**src/rtl/exc_collector_pkg.sv**
```systemverilog
// Shared definitions for the exception collector.
// Contents:
//   - channel index constants;
//   - program-error cause code bit positions;
//   - dispatch FSM state encoding.
package exc_collector_pkg;

  // Exception channel indices (channel 0 is the highest priority)
  localparam int EXC_CH_PROG  = 0;
  localparam int EXC_CH_ALIGN = 1;
  localparam int EXC_CH_DSI   = 2;
  localparam int EXC_CH_ISI   = 3;
  localparam int EXC_CH_SC    = 4;
  localparam int EXC_CH_EXT   = 5;

  // Bit positions inside a program-error cause code
  localparam int PROG_ILLEGAL_BIT = 0;
  localparam int PROG_PRIV_BIT    = 1;
  localparam int PROG_TRAP_BIT    = 2;

  // Dispatch FSM states
  typedef enum logic [1:0] {
    ST_IDLE  = 2'd0,
    ST_REQ   = 2'd1,
    ST_DRAIN = 2'd2
  } excState_e;

endpackage

```
**src/rtl/exc_collector_if.sv**
```systemverilog
// Dispatch handshake between the exception collector and the interrupt unit.
// Signals:
//   - excReq  : dispatch request from the collector.
//   - excId   : index of the dispatched channel.
//   - excCode : captured cause code of the dispatched channel.
//   - excPC   : captured PC of the dispatched channel.
//   - ack     : interrupt unit accepts the dispatch.
// Modports:
//   - master : the collector side.
//   - slave  : the interrupt unit side.
interface exc_collector_if #(
  parameter int ID_W   = 3,
  parameter int CODE_W = 3,
  parameter int PC_W   = 32
) ();

  logic              excReq;
  logic [ID_W-1:0]   excId;
  logic [CODE_W-1:0] excCode;
  logic [PC_W-1:0]   excPC;
  logic              ack;

  modport master (output excReq, output excId, output excCode, output excPC, input ack);
  modport slave  (input excReq, input excId, input excCode, input excPC, output ack);

endinterface

```
**src/rtl/exc_prio_enc.sv**
```systemverilog
// Lowest-index-first priority encoder.
// Ports:
//   - vec   : candidate vector; bit 0 has the highest priority.
//   - valid : at least one bit of vec is set.
//   - idx   : index of the lowest set bit (0 when valid is low).
module exc_prio_enc #(
  parameter int NUM_CH = 8,
  parameter int ID_W   = 3
) (
  input  logic [NUM_CH-1:0] vec,
  output logic              valid,
  output logic [ID_W-1:0]   idx
);

  // Scan from the top down so the lowest set index is the last one written
  always_comb begin
    valid = 1'b0;
    idx   = {ID_W{1'b0}};
    for (int i = NUM_CH - 1; i >= 0; i--) begin
      valid = valid | vec[i];
      idx   = vec[i] ? ID_W'(i) : idx;
    end
  end

endmodule

```
**src/rtl/exc_collector.sv**
```systemverilog
// Exception collector.
// Function:
//   - Latches NUM_CH exception request channels into sticky pending bits.
//   - Captures the cause code and PC of the first request on each channel.
//   - Dispatches the lowest-index unmasked pending channel to the interrupt
//     unit over a req/ack handshake.
// Ports:
//   - clk, rst : clock; asynchronous active-high reset.
//   - req      : per-channel exception requests.
//   - code     : per-channel cause codes; channel i uses [i*CODE_W +: CODE_W].
//   - pc       : PC of the instruction raising a request this cycle.
//   - mask     : 1 = channel not eligible for dispatch.
//                A masked channel still becomes pending.
//   - flush    : drop every pending channel except the one being dispatched.
//   - dispIf   : dispatch handshake (excReq/excId/excCode/excPC out, ack in).
//   - pending  : sticky pending vector.
//   - excCnt   : per-channel accepted-handshake counters.
// Build option:
//   - EXC_COLLECTOR_CNT_EN : when defined, builds saturating per-channel
//     counters; otherwise excCnt is tied to 0.
module exc_collector
  import exc_collector_pkg::*;
#(
  parameter int NUM_CH = 8,
  parameter int CODE_W = 3,
  parameter int PC_W   = 32,
  parameter int ID_W   = 3,
  parameter int CNT_W  = 8
) (
  input  logic                     clk,
  input  logic                     rst,
  input  logic [NUM_CH-1:0]        req,
  input  logic [NUM_CH*CODE_W-1:0] code,
  input  logic [PC_W-1:0]          pc,
  input  logic [NUM_CH-1:0]        mask,
  input  logic                     flush,
  exc_collector_if.master          dispIf,
  output logic [NUM_CH-1:0]        pending,
  output logic [NUM_CH*CNT_W-1:0]  excCnt
);

  excState_e         state_r;
  logic [NUM_CH-1:0] pending_r;
  logic [NUM_CH-1:0] set_s;
  logic [NUM_CH-1:0] clr_s;
  logic [NUM_CH-1:0] dispHit_s;
  logic [NUM_CH-1:0] elig_s;
  logic [CODE_W-1:0] capCode_r [NUM_CH];
  logic [PC_W-1:0]   capPc_r   [NUM_CH];
  logic              selValid_s;
  logic [ID_W-1:0]   selId_s;
  logic              ackTake_s;
  logic              excReq_r;
  logic [ID_W-1:0]   excId_r;
  logic [CODE_W-1:0] excCode_r;
  logic [PC_W-1:0]   excPC_r;

  assign ackTake_s = (state_r == ST_REQ) && dispIf.ack;

  // A flush cycle must not pick a channel that the same edge is discarding
  assign elig_s = pending_r & ~mask & {NUM_CH{~flush}};

  exc_prio_enc #(
    .NUM_CH (NUM_CH),
    .ID_W   (ID_W)
  ) uPrioEnc (
    .vec   (elig_s),
    .valid (selValid_s),
    .idx   (selId_s)
  );

  // Per-channel set/clear terms.
  // A request on the channel being acked in the same cycle re-captures
  // (set wins over clear).
  always_comb begin
    dispHit_s = {NUM_CH{1'b0}};
    set_s     = {NUM_CH{1'b0}};
    clr_s     = {NUM_CH{1'b0}};
    for (int i = 0; i < NUM_CH; i++) begin
      dispHit_s[i] = (state_r == ST_REQ) && (excId_r == ID_W'(i));
      if (flush) begin
        clr_s[i] = ~dispHit_s[i] | ackTake_s;
        set_s[i] = 1'b0;
      end else begin
        clr_s[i] = dispHit_s[i] & ackTake_s;
        set_s[i] = req[i] & (~pending_r[i] | clr_s[i]);
      end
    end
  end

  // Sticky pending vector plus first-capture code/PC storage
  always_ff @(posedge clk or posedge rst) begin
    if (rst) begin
      pending_r <= {NUM_CH{1'b0}};
      for (int i = 0; i < NUM_CH; i++) begin
        capCode_r[i] <= {CODE_W{1'b0}};
        capPc_r[i]   <= {PC_W{1'b0}};
      end
    end else begin
      pending_r <= (pending_r & ~clr_s) | set_s;
      for (int i = 0; i < NUM_CH; i++) begin
        if (set_s[i]) begin
          capCode_r[i] <= code[i*CODE_W +: CODE_W];
          capPc_r[i]   <= pc;
        end
      end
    end
  end

  // Dispatch FSM.
  // Outputs are registered when a channel is selected and held until ack.
  always_ff @(posedge clk or posedge rst) begin
    if (rst) begin
      state_r   <= ST_IDLE;
      excReq_r  <= 1'b0;
      excId_r   <= {ID_W{1'b0}};
      excCode_r <= {CODE_W{1'b0}};
      excPC_r   <= {PC_W{1'b0}};
    end else begin
      case (state_r)
        ST_IDLE: begin
          if (selValid_s) begin
            excId_r   <= selId_s;
            excCode_r <= capCode_r[selId_s];
            excPC_r   <= capPc_r[selId_s];
            excReq_r  <= 1'b1;
            state_r   <= ST_REQ;
          end
        end
        ST_REQ: begin
          if (dispIf.ack) begin
            excReq_r <= 1'b0;
            state_r  <= ST_DRAIN;
          end
        end
        ST_DRAIN: begin
          state_r <= ST_IDLE;
        end
        default: begin
          excReq_r <= 1'b0;
          state_r  <= ST_IDLE;
        end
      endcase
    end
  end

  assign dispIf.excReq  = excReq_r;
  assign dispIf.excId   = excId_r;
  assign dispIf.excCode = excCode_r;
  assign dispIf.excPC   = excPC_r;
  assign pending        = pending_r;

`ifdef EXC_COLLECTOR_CNT_EN
  logic [CNT_W-1:0]        cnt_r [NUM_CH];
  logic [NUM_CH*CNT_W-1:0] cntFlat_s;

  // Saturating count of accepted handshakes per channel
  always_ff @(posedge clk or posedge rst) begin
    if (rst) begin
      for (int i = 0; i < NUM_CH; i++) begin
        cnt_r[i] <= {CNT_W{1'b0}};
      end
    end else begin
      for (int i = 0; i < NUM_CH; i++) begin
        if (dispHit_s[i] && ackTake_s && (cnt_r[i] != {CNT_W{1'b1}})) begin
          cnt_r[i] <= cnt_r[i] + CNT_W'(1);
        end
      end
    end
  end

  // Flatten the counter array onto the output bus
  always_comb begin
    cntFlat_s = {(NUM_CH*CNT_W){1'b0}};
    for (int i = 0; i < NUM_CH; i++) begin
      cntFlat_s[i*CNT_W +: CNT_W] = cnt_r[i];
    end
  end

  assign excCnt = cntFlat_s;
`else
  assign excCnt = {(NUM_CH*CNT_W){1'b0}};
`endif

endmodule

```
**src/flat_wrapper.sv**
```systemverilog
// flat-port wrapper written by rule: the top's interface ports become plain ports
module exc_collector_flat import exc_collector_pkg::*;
#(
  parameter int NUM_CH = 8,
  parameter int CODE_W = 3,
  parameter int PC_W   = 32,
  parameter int ID_W   = 3,
  parameter int CNT_W  = 8
)
  (clk, rst, req, code, pc, mask, flush, pending, excCnt, dispIf_excReq, dispIf_excId, dispIf_excCode, dispIf_excPC, dispIf_ack);
  exc_collector_if #(.ID_W(ID_W), .CODE_W(CODE_W), .PC_W(PC_W)) dispIf_i ();
  input  logic clk;
  input  logic rst;
  input  logic [NUM_CH-1:0] req;
  input  logic [NUM_CH*CODE_W-1:0] code;
  input  logic [PC_W-1:0] pc;
  input  logic [NUM_CH-1:0] mask;
  input  logic flush;
  output logic [NUM_CH-1:0] pending;
  output logic [NUM_CH*CNT_W-1:0] excCnt;
  output wire logic [$bits(dispIf_i.excReq)-1:0] dispIf_excReq;
  output wire logic [$bits(dispIf_i.excId)-1:0] dispIf_excId;
  output wire logic [$bits(dispIf_i.excCode)-1:0] dispIf_excCode;
  output wire logic [$bits(dispIf_i.excPC)-1:0] dispIf_excPC;
  input wire logic [$bits(dispIf_i.ack)-1:0] dispIf_ack;
  assign dispIf_excReq = dispIf_i.excReq;
  assign dispIf_excId = dispIf_i.excId;
  assign dispIf_excCode = dispIf_i.excCode;
  assign dispIf_excPC = dispIf_i.excPC;
  assign dispIf_i.ack = dispIf_ack;
  exc_collector #(.NUM_CH(NUM_CH), .CODE_W(CODE_W), .PC_W(PC_W), .ID_W(ID_W), .CNT_W(CNT_W)) u_core (.clk(clk), .rst(rst), .req(req), .code(code), .pc(pc), .mask(mask), .flush(flush), .dispIf(dispIf_i), .pending(pending), .excCnt(excCnt));
endmodule
```
**config.mk**
```make
export PLATFORM = sky130hd
export DESIGN_NAME = exc_collector_flat
export DESIGN_NICKNAME = d
export VERILOG_FILES = /design/src/rtl/exc_collector_pkg.sv /design/src/rtl/exc_collector_if.sv /design/src/rtl/exc_prio_enc.sv /design/src/rtl/exc_collector.sv /design/src/flat_wrapper.sv
export SDC_FILE = /design/constraint.sdc
export NUM_CORES = 1
export LEC_CHECK = 0
export ABC_AREA = 1
export CAP_MARGIN = 15
export CORE_ASPECT_RATIO = 1.4
export CORE_MARGIN = 2
export CORE_UTILIZATION = 57
export DETAILED_ROUTE_END_ITERATION = 10
export PLACE_DENSITY = 0.9
export SYNTH_ARGS = -nofsm -noshare
export SYNTH_HDL_FRONTEND = slang
export SYNTH_SLANG_ARGS = --single-unit
```
**constraint.sdc**
```tcl
create_clock -name clk -period 16.1 [get_ports clk]
set_input_delay 3.22 -clock clk [delete_from_list [all_inputs] [get_ports clk]]
set_output_delay 3.22 -clock clk [all_outputs]
set_load 0.1 [all_outputs]
```
==> results.py <==
metrics = {
    "outcome": {
        "status": "finished, final reports clean",
    },
    "power": {
        "seqPwrFrac_pct": 38.8,
        "power_w": 0.002938,
        "power.leakage_nw": 9.207,
        "p_int_w": 0.001710,
        "ir_worst_vdd_uv": 85.75,
        "comb_power_share_pct": 36.3,
        "clock_power_share_pct": 24.9,
        "p_per_area_nw_per_um2": 162.6,
        "sw_frac_of_total_pct": 41.82,
        "switchingPower_w": 0.001229,
    },
    "clock_network": {
        "clkSinkCount": 329,
        "post-cts-setup-buffer-count": 0,
        "post_cts_resized": 0,
        "htree_levels": 1,
        "clk_latency_ps": 560,
        "clockBufferDepth": 3,
        "cts_buffers": 30,
        "clkTransAtPathRegs_ps": 60,
        "cts_hold_buf": 0,
        "cts-root-buf": "clkbuf_16",
        "tritoncts": "done",
    },
    "floorplan": {
        "core_area_um2": 27660,
        "initial_core_util_pct": 57.89,
        "rows": 72,
        "fp.dieH_um": 202.3,
        "top_level_ports": 187,
        "die_area_um2": 29470,
        "die_x_um": 145.7,
    },
    "drt": {
        "drc": 0,
        "initialDrtViolationCount": 1570,
        "viasPerCell": 5.675,
        "num_vias": 14170,
        "routed_wirelength_um": 42020,
        "first_pass_iters": 7,
        "final_antenna_net_count": 0,
        "routedWlPerCell_um": 16.83,
    },
    "global_route": {
        "grt.overflow.total": 0,
        "grt_pass1_vias": 13980,
        "grt_max_degree": 105,
        "antenna_found_initial": 0,
        "grt_pass1_wl_um": 68740,
        "grt_use_total_pct": 28.36,
    },
    "yosys": {
        "syn-cell-area_um2": 16010,
        "ys_seq_elements": 329,
        "synth_area_per_cell_um2": 7.769,
        "synthCells": 2061,
        "seq_area_frac_synth_pct": 51.42,
        "synth.distinct_cells": 24,
        "yosys_warnings": 0,
    },
    "worst_setup_path": {
        "cp_slowest_stage_delay_ps": 700,
        "worstPathCellList": "clkdlybuf4s50_1 -> inv_2 -> nand3b_1 -> buf_4 -> nand2_1 -> a21oi_4 -> buf_4 -> inv_2 -> buf_4 -> nand3_1 -> nand3_1 -> nand3_1 -> nand2_1",
        "worst_setup_path_end_kind": "flop",
        "critPathLaunchType": "input pin",
        "critPathBufInv": 6,
        "path_delay_family": "buffers and inverters",
        "cp_slowest_cell": "buf_4",
        "crit_fanout": 71,
        "rr_worst_depth": 11,
        "required_ps": 16540,
        "crit_type": "in -> reg",
        "crit_arrival_ps": 7470,
        "cp.depth": 13,
    },
    "timing": {
        "maxSlewHeadroom_pct": 32.57,
        "skew_ps": 7.369,
        "fmax_ghz": 0.1422,
        "fin_crit_sh_pct": 43.68,
        "rsz0062_at_grt": "false",
        "tns_ps": 0,
        "hold_viol": 0,
        "finalSetupViolations": 0,
        "period_needed_ps": 7033,
        "maxSlewViolCount": 0,
        "tightest_slew_ps": 1011,
    },
    "cells_and_area": {
        "nets": 2178,
        "final_cell_mix": "559 x nand2_1, 352 x nand3_1, 329 x dfrtp_1",
        "mostFrequentLayoutCell": "nand2_1",
        "antenna_cells": 0,
        "layout-drive-gt1-share_pct": 4.374,
        "area_growth_pct": 12.85,
    },
    "placed_design": {
        "gp_congestion": 0.8462,
        "hpwl_um": 23490,
        "port_buffers": 122,
    },
    "hold_path": {
        "hold_class": "reg -> reg",
        "hold_depth": 2,
    },
    "job": {
        "maxCapViolations": 0,
    },
}
cell families after synthesis:
| group | after synthesis | share of synthesized area [%] |
|---|---|---|
| AOI/OAI and AO/OA | 290 | 9.205 |
| buffers and inverters | 459 | 12.80 |
| DFF | 329 | 51.42 |
| muxes | 6 | 0.4219 |
| other | 1 | 0.02342 |
| and+or+nand+nor | 976 | 26.13 |
state kept, by name, indices dropped and copies added, names as in the netlist:
name,flops
u_core.capPc_r,256
u_core.dispIf.excPC,32
u_core.capCode_r,24
u_core.pending,8
u_core.dispIf.excCode,3
u_core.dispIf.excId,3
u_core.state_r,2
u_core.dispIf.excReq,1
through the flow:
step / hold slack [ps] / instances / util [%] / worst slack (ps) / cell area, um^2
6_report: 480.6 / 2496 / 65.33 / 9067 / 18070
5_1_grt: 501.6 / 2496 / 65.33 / 8916 / 18070
4_1_cts: 480.6 / 2496 / 65.33 / 9262 / 18070
3_5_place_dp: 464.8 / 2440 / 61.70 / 8704 / 17060
3_3_place_gp: 458.0 / 2440 / 61.70 / 8786 / 17060
2_1_floorplan: 444.4 / 2124 / - / 3769 / 16250
final timing paths:
path | startpoint | to | slack [ps]
max | flush | u_core.dispIf.excPC[22]$_DFFE_PP0P_ | 9070
min reg2reg | u_core.dispIf.excPC[4]$_DFFE_PP0P_ | u_core.dispIf.excPC[4]$_DFFE_PP0P_ | 480
min | u_core.dispIf.excPC[4]$_DFFE_PP0P_ | u_core.dispIf.excPC[4]$_DFFE_PP0P_ | 480
min in group asynchronous | rst | u_core.dispIf.excId[2]$_DFFE_PP0P_ | 3160
max in group asynchronous | rst | u_core.capPc_r[237]$_DFFE_PP0P_ | 9720
max reg2reg | u_core.pending[0]$_DFF_PP0_ | u_core.dispIf.excPC[22]$_DFFE_PP0P_ | 12120
layout make-up:
type	instances	area [um^2]
fillers	2142	9588
flip-flops and latches	329	8233
multi-input cells	1336	6006
repair buffers	141	1364
inverters	264	998.5
clock buffers	48	889.6
well taps	370	462.9
clock inverters	8	115.1
metal layers:
layer | track usage (%) | routed length (um)
met3 | 3.905 | 3585
met5 | 0 | 0
met1 | 36.12 | 16070
met2 | 47.26 | 20360
met4 | 15.27 | 1996
Yosys cell counts (all sizes together):
library cell,count,area share (%)
nand2,561,13
nand3,360,11
dfrtp,329,51
inv,264,6.2
o21ai,262,8.3
buf,113,4.7
clkbuf,82,1.9
nor2,43,1.1
a21oi,28,0.95
nand3b,11,0.54
mux2,6,0.42
conb,1,0.023
or2,1,0.039
worst register-to-register path: cells and delay by family (launching register included):
kind            cells  cell delay [ps]
simple gates        6              800
flops               1              390
compound gates      1              160
buf+inv             4             2500
power by group through the flow:
| stage | registers (W) | clock network (W) | logic [W] |
|---|---|---|---|
| global placement | 0.00114 | 0 | 0.00103 |
| floorplan | 0.00145 | 0 | 0.000497 |
| finish | 0.00114 | 0.000732 | 0.00107 |
| global route | 0.00116 | 0.000768 | 0.00115 |
| detailed placement | 0.00115 | 0 | 0.00105 |
| CTS | 0.00113 | 0.000734 | 0.00106 |
Power figures use the tool's default switching activity.
